File: config.mk
export PLATFORM = sky130hd
export DESIGN_NAME = mux421_sweep_gen_flat
export DESIGN_NICKNAME = d
export VERILOG_FILES = /design/src/rtl/mux421_sweep_gen_if.sv /design/src/rtl/mux421_sweep_gen.sv /design/src/flat_wrapper.sv
export SDC_FILE = /design/constraint.sdc
export NUM_CORES = 1
export LEC_CHECK = 0
export BUFFER_PORTS_ARGS = -buffer_cell sky130_fd_sc_hd__buf_2
export CAP_MARGIN = 20
export CORE_MARGIN = 2
export CORE_UTILIZATION = 55
export DETAILED_ROUTE_END_ITERATION = 8
export GPL_ROUTABILITY_DRIVEN = 0
export HOLD_SLACK_MARGIN = 0.08
export MAX_ROUTING_LAYER = met4
export PLACE_DENSITY = 0.77
export SKIP_CTS_REPAIR_TIMING = 1
export SYNTH_ARGS = -nofsm -noshare
export SYNTH_HDL_FRONTEND = slang
export SYNTH_SLANG_ARGS = --single-unit
File: constraint.sdc
create_clock -name clk -period 5.6 [get_ports clk]
set_input_delay 1.68 -clock clk [delete_from_list [all_inputs] [get_ports clk]]
set_output_delay 1.68 -clock clk [all_outputs]
set_load 0.02 [all_outputs]
File: src/rtl/mux421_sweep_gen_if.sv
// Bundle between the mux sweep generator and its harness: mux drive/return
// pins plus the sweep control and result signals.
interface mux421_sweep_gen_if #(
  parameter int ERRW = 8
);
  logic            start;
  logic            Y;
  logic            Out0;
  logic            Out1;
  logic            Out2;
  logic            Out3;
  logic            Out4;
  logic            Out5;
  logic            busy;
  logic            done;
  logic [ERRW-1:0] err_cnt;
  logic            first_err_vld;
  logic [5:0]      first_err_vec;

  modport master (
    input  start, Y,
    output Out0, Out1, Out2, Out3, Out4, Out5,
    output busy, done, err_cnt, first_err_vld, first_err_vec
  );

  modport slave (
    output start, Y,
    input  Out0, Out1, Out2, Out3, Out4, Out5,
    input  busy, done, err_cnt, first_err_vld, first_err_vec
  );
endinterface

File: src/rtl/mux421_sweep_gen.sv
// Sweeps the 4-to-1 mux through all 64 data/select combinations, holding each
// for HOLD+1 cycles and checking Y against the expected selected data bit.
module mux421_sweep_gen #(
  parameter int HOLD = 2,
  parameter int ERRW = 8
) (
  input  logic                clk,
  input  logic                rst,
  mux421_sweep_gen_if.master  sw
);

  typedef enum logic [1:0] {
    IDLE  = 2'd0,
    DRIVE = 2'd1,
    CHECK = 2'd2,
    DONE  = 2'd3
  } state_t;

  localparam logic [7:0]      HOLD_LOAD = 8'(HOLD - 1);
  localparam logic [ERRW-1:0] ERR_MAX   = '1;

  state_t          state, state_nxt;
  logic [5:0]      vec;
  logic [7:0]      hold_cnt;
  logic [ERRW-1:0] err_q;
  logic            vld_q;
  logic [5:0]      fvec_q;
  logic [3:0]      dvec;
  logic            expected;
  logic            mismatch;
  logic            accept;

  assign dvec     = vec[3:0];
  assign expected = dvec[vec[5:4]];
  assign mismatch = sw.Y ^ expected;
  // start only counts when no sweep is running
  assign accept   = sw.start && (state == IDLE || state == DONE);

  always_ff @(posedge clk or posedge rst) begin
    if (rst) state <= IDLE;
    else     state <= state_nxt;
  end

  always_comb begin
    state_nxt = state;
    case (state)
      IDLE, DONE: if (accept) state_nxt = DRIVE;
      DRIVE:      if (hold_cnt == 8'd0) state_nxt = CHECK;
      CHECK:      state_nxt = (vec == 6'd63) ? DONE : DRIVE;
      default:    state_nxt = IDLE;
    endcase
  end

  always_ff @(posedge clk or posedge rst) begin
    if (rst) begin
      vec      <= '0;
      hold_cnt <= '0;
      err_q    <= '0;
      vld_q    <= 1'b0;
      fvec_q   <= '0;
    end else begin
      case (state)
        IDLE, DONE: begin
          if (accept) begin
            vec      <= '0;
            hold_cnt <= HOLD_LOAD;
            err_q    <= '0;
            vld_q    <= 1'b0;
            fvec_q   <= '0;
          end
        end
        DRIVE: begin
          if (hold_cnt != 8'd0) hold_cnt <= hold_cnt - 8'd1;
        end
        CHECK: begin
          if (mismatch) begin
            if (err_q != ERR_MAX) err_q <= err_q + 1'b1;
            if (!vld_q) begin
              vld_q  <= 1'b1;
              fvec_q <= vec;
            end
          end
          if (vec != 6'd63) begin
            vec      <= vec + 6'd1;
            hold_cnt <= HOLD_LOAD;
          end
        end
        default: ;
      endcase
    end
  end

  // Outputs decode registered state only, so Y and start never reach them.
  always_comb begin
    sw.Out0 = 1'b0;
    sw.Out1 = 1'b0;
    sw.Out2 = 1'b0;
    sw.Out3 = 1'b0;
    sw.Out4 = 1'b0;
    sw.Out5 = 1'b0;
    sw.busy = 1'b0;
    sw.done = 1'b0;
    case (state)
      DRIVE, CHECK: begin
        {sw.Out5, sw.Out4, sw.Out3, sw.Out2, sw.Out1, sw.Out0} = vec;
        sw.busy = 1'b1;
      end
      DONE:    sw.done = 1'b1;
      default: ;
    endcase
  end

  assign sw.err_cnt       = err_q;
  assign sw.first_err_vld = vld_q;
  assign sw.first_err_vec = fvec_q;

endmodule
File: src/flat_wrapper.sv
// flat-port wrapper written by rule: the top's interface ports become plain ports
module mux421_sweep_gen_flat 
#(
  parameter int HOLD = 2,
  parameter int ERRW = 8
)
  (clk, rst, sw_start, sw_Y, sw_Out0, sw_Out1, sw_Out2, sw_Out3, sw_Out4, sw_Out5, sw_busy, sw_done, sw_err_cnt, sw_first_err_vld, sw_first_err_vec);
  mux421_sweep_gen_if #(.ERRW(ERRW)) sw_i ();
  input  logic clk;
  input  logic rst;
  input wire logic [$bits(sw_i.start)-1:0] sw_start;
  input wire logic [$bits(sw_i.Y)-1:0] sw_Y;
  output wire logic [$bits(sw_i.Out0)-1:0] sw_Out0;
  output wire logic [$bits(sw_i.Out1)-1:0] sw_Out1;
  output wire logic [$bits(sw_i.Out2)-1:0] sw_Out2;
  output wire logic [$bits(sw_i.Out3)-1:0] sw_Out3;
  output wire logic [$bits(sw_i.Out4)-1:0] sw_Out4;
  output wire logic [$bits(sw_i.Out5)-1:0] sw_Out5;
  output wire logic [$bits(sw_i.busy)-1:0] sw_busy;
  output wire logic [$bits(sw_i.done)-1:0] sw_done;
  output wire logic [$bits(sw_i.err_cnt)-1:0] sw_err_cnt;
  output wire logic [$bits(sw_i.first_err_vld)-1:0] sw_first_err_vld;
  output wire logic [$bits(sw_i.first_err_vec)-1:0] sw_first_err_vec;
  assign sw_i.start = sw_start;
  assign sw_i.Y = sw_Y;
  assign sw_Out0 = sw_i.Out0;
  assign sw_Out1 = sw_i.Out1;
  assign sw_Out2 = sw_i.Out2;
  assign sw_Out3 = sw_i.Out3;
  assign sw_Out4 = sw_i.Out4;
  assign sw_Out5 = sw_i.Out5;
  assign sw_busy = sw_i.busy;
  assign sw_done = sw_i.done;
  assign sw_err_cnt = sw_i.err_cnt;
  assign sw_first_err_vld = sw_i.first_err_vld;
  assign sw_first_err_vec = sw_i.first_err_vec;
  mux421_sweep_gen #(.HOLD(HOLD), .ERRW(ERRW)) u_core (.clk(clk), .rst(rst), .sw(sw_i));
endmodule
---- Yosys cells after proc, flatten, opt, wreduce, memory -nomap -nowiden ----
Cells that the tools add are included.
storage, ports and cells
  register bits ........................... 31
  word-level logic and storage cells ...... 69
operators by class
  bitwise gates (word level) .............. 1
  $lt $le $gt $ge ......................... 1
  muxes and demuxes ....................... 31
  add/sub/neg operators ................... 3
  equality and inequality tests ........... 13
  reductions and logical operators ........ 14
operator list
  kind                   count
  $mux W8                6
  $mux W6                4
  $pmux W6 S2            2
  $pmux W8 S3            1
  $pmux W8 S2            1
  $ne A2 B1 Y1 const B   6
  $mux W1                11
  $reduce_and A3 Y1      3
  $add A8 B1 Y8 const B  1
  $logic_not A8 Y1       1
  $ne A8 B8 Y1 const B   1
  $reduce_and A4 Y1      2
  $reduce_bool A8 Y1     1
  $sub A8 B1 Y8 const B  1
  $add A6 B1 Y6 const B  1
  $eq A6 B6 Y1 const B   1
  $mux W2                3
  $ne A6 B6 Y1 const B   1
  $pmux W2 S3            1
  $eq A2 B2 Y1 const B   2
  $reduce_or A2 Y1       2
  $lt A2 B3 Y1 const B   1
  $bmux W1 S2            1
  $eq A2 B1 Y1 const B   1
  8 further kinds        8

---- Depth between registers and ports, before layout ----
  depth in word-level cells ............... 5
  mapped depth ............................ 8
  mapped depth without buffers ............ 6

---- Worst setup path before layout ----
OpenSTA, ideal clock, no wires.
  kind .................................... register to output
  start point ............................. register u_core.state[0]
  end point ............................... output sw_Out0
  stages on the path, launching flop included .. 5
  arrival time ............................ 1,230 ps
  setup slack ............................. 2,690 ps
  path through ............................ dfrtp_1 inv_1 ha_1 buf_2 nor2b_1
between the ends
  word-level cells in the longest chain between the ends .. 3
ends and longest elaborated chain
  item                                                 RTL line                 source
  start, declared                                      mux421_sweep_gen.sv:22   state_t state, state_nxt;
  start signal, assigned                               mux421_sweep_gen.sv:41   else state <= state_nxt;
  $eq A2 B1 Y1 / $eq A2 B2 Y1 (equally long branches)  mux421_sweep_gen.sv:103  case (state)
  $reduce_or A2 Y1 (*)                                 mux421_sweep_gen.sv:103
  $mux W1 (*)                                          mux421_sweep_gen.sv:103
  end, declared                                        flat_wrapper.sv:13       output wire logic [$bits(sw_i.Out0)-1:0] sw_Out0;
Every way passes the cells marked *; elsewhere a longest branch is shown, timed or not.

---- Worst setup path after layout ----
  start point ............................. register u_core.state[0]
  end point ............................... output sw_Out5
between the ends
  word-level cells in the longest chain between the ends .. 3
ends and longest elaborated chain
  item                                                 RTL line                 source
  $eq A2 B1 Y1 / $eq A2 B2 Y1 (equally long branches)  mux421_sweep_gen.sv:103
  $reduce_or A2 Y1 (*)                                 mux421_sweep_gen.sv:103
  $mux W1 (*)                                          mux421_sweep_gen.sv:103
  end, declared                                        flat_wrapper.sv:18       output wire logic [$bits(sw_i.Out5)-1:0] sw_Out5;
Marked as above.

==> metrics <==
Max Cap Viol 0; First-pass DRT Iterations 4; Synth Register Bits 31; grt ovf 0; Worst Setup End Kind primary output; Worst Tran Pin Value 1.048 ns; number of port buffers 26; Pins Over Slew Limit 0; Worst Path Buf+Inv 2; RR Startpoint u_core.state[0]; Final Util 0.6408; CP top delay family adder cells; Fin. Hold Viols 0; library cells used by synthesis 48; Main synth FF type dfrtp_1; Synth area leader dfrtp_1; Mapped Cells 212; maximum vdd drop 0.0002360 V; post-route ant nets 0; ANT cells 0; leakage slightly above 1 nW; vias per cell 6.153; slew margin rel. 0.2813; Worst Hold Depth 1; vias in the first global route about 1600; Finished Layout Cells 281; fin worst setup slack 2.279 ns; final wirelength 4134 µm; layout cell share with drive strength beyond 1 0.1787; EDFF count, synth 0; Placed Instance Area 2103 µm²; crit share post-route 0.5930; initial antenna violation count 0; Placed Instances 273; Remaining DRCs 0; Clock Sink Count 31; Place WS roughly 2.2 ns; max incr delay on CP 0.45 ns; Power Density between 300 and 400 nW/µm²; FF-to-FF setup slack 2.91 ns; Finished Cell Area 2172 µm²; Initial DRC Count between 100 and 150; clock root buffer clkbuf_4; FF-to-FF path depth 5; Final Power roughly 840 µW; Worst Hold Launch u_core.sw.first_err_vec[2]; status complete, no violations; CTS tree built; Hold Path Sink u_core.sw.first_err_vec[2]; post-synth net total 224; critical path type flip-flop to primary output; Die H roughly 64 µm; Max Freq around 300 MHz; post-DR wirelength/cell roughly 15 µm; Min Clock Period, post-route 3.321 ns; setup violators final 0; total number of vias 1729; Site Rows 21; area grow syn2layout 9.458%; Chip Width 64.07 µm; top post-synthesis cells by area dfrtp_1, ha_1, a22o_1; pin count of the biggest net entering global routing 24; Core Region 3390 µm²; clock latency on the worst-skew pair approximately 0.33 ns; hpwl dp 3011 µm; Slowest-stage cell, CP ha_1; crit path cell chain inv_1 -> ha_1 -> nor2b_1 -> buf_2; Critical R2R Capture u_core.sw.err_cnt[3]; final net count roughly 250; hold_ws roughly 0.5 ns; Setup Skew around 0.0094 ns; die area 4104 µm²; min-delay worst type flip-flop to flip-flop; GRT Total Usage 0.2368; RSZ-0062 raised after global routing false; first-pass GRT wire length around 7400 µm; Worst Path Max Fanout 11; startpoint types flip-flop; sequential area share after synthesis 0.3909; CTS Buf Count 5; top cell type's share of synthesized area 0.3909; Post-synth ARST share 1.000; Worst EP arrival 1.64 ns; clk buf depth 2; sum of negative setup slack 0 ns; Ys Warns 0; Avg Inst Size Synth around 9.4 µm²; number of I/O pins 27; H-tree levels 2; Worst-path clk slew 0.09 ns; Crit path required time between 3 and 4 ns; Syn Std Cell Area 1984 µm²; starting density of the core 0.5855
[worst reg2reg max path: stages, from the launching register on]
cell	delay, ns
dfrtp_1	0.41
inv_1	0.08
ha_1	0.51
mux2i_1	0.91
nor2_1	0.39
a311oi_1	0.30
[synth_stat cells, drive strengths merged (4+ instances only)]
master and number:
clkbuf 4, o211ai 5, and3 5, nand3 6
mux2i 7, a31oi 5, o21ai 12, nor2b 8
nand4 4, ha 8, a21oi 7, or3 4
nor2 11, a22o 8, dfrtp 31, inv 14
nand2 10, buf 9, nor3 8, xor2 4
nor3b 4
[registers in the layout, summed over array words and instances (netlist names)]
| register | flops |
|---|---|
| u_core.state | 2 |
| u_core.sw.first_err_vld | 1 |
| u_core.hold_cnt | 8 |
| u_core.sw.first_err_vec | 6 |
| u_core.sw.err_cnt | 8 |
| u_core.vec | 6 |
[worst max-delay path by stage]
stage                         start  cells after the start  slack [ns]                         end
global route        u_core.state[0]                      4        2.14                     sw_Out5
finish              u_core.state[0]                      4        2.28                     sw_Out5
detailed placement             sw_Y                      5        2.20  u_core.sw.first_err_vec[0]
global placement               sw_Y                      5        2.26  u_core.sw.first_err_vec[5]
CTS                 u_core.state[0]                      4        2.26                     sw_Out5
floorplan           u_core.state[0]                      4        2.69                     sw_Out0
[power by group]
group / switching, mW / leakage (nW) / internal, mW / total [mW]
sequential: 0.0339 / 0.422 / 0.255 / 0.289
clock: 0.0750 / 0.0386 / 0.0738 / 0.149
combinational: 0.262 / 0.565 / 0.141 / 0.403
total: 0.371 / 1.03 / 0.469 / 0.840
[cells by family after synthesis]
kind of cell,count (synthesis),synth area share
multiplexers,10,0.05233
XOR/XNOR,4,0.01765
adder cells (fa/ha/maj),8,0.05044
buffers and inverters,27,0.06746
AND/OR/NAND/NOR,76,0.2226
flip-flops,31,0.3909
AO/OA/AOI/OAI,56,0.1986
[layout by cell type (no fill, tap or decap), types with 2 or more instances in the layout]
cell,synthesis,routed
a211oi_1,2,2
nand2_1,10,10
nor2b_1,8,8
clkbuf_4,0,5
a22o_1,8,8
xor2_1,4,4
a31oi_1,5,5
a41oi_1,2,2
a311oi_1,2,2
clkbuf_8,0,2
nand4_1,4,4
dfrtp_1,31,31
nand3_1,6,6
ha_1,8,8
a21oi_1,7,7
inv_1,14,14
or3_1,4,4
a31o_2,2,2
nor3b_1,4,4
nor2_1,11,11
o22ai_1,2,2
and3_1,5,5
mux2_2,3,3
mux2i_1,7,7
buf_2,5,27
o21ai_0,12,12
nor3_1,8,8
and2_1,2,2
nand2b_1,2,2
and4b_1,2,2
and4_1,2,2
o211ai_1,5,5
nand4b_1,3,3
[per-layer routing]
layer	track usage	vias up	part of all wire
met4	0.05163	0	0.0090
met3	0.06162	5	0.053
met1	0.3349	833	0.46
met5	-	-	0
li1	-	836	-
met2	0.3438	55	0.47
[area by class of cell]
cell class	count	area, µm²
Tap cell	46	57.56
Sequential cell	31	775.7
Inverter	14	52.55
Timing Repair Buffer	28	142.6
Multi-Input combinational cell	154	1075
Fill cell	289	1217
Clock buffer	8	68.82
Note: power is estimated with default switching activity, not from simulation.
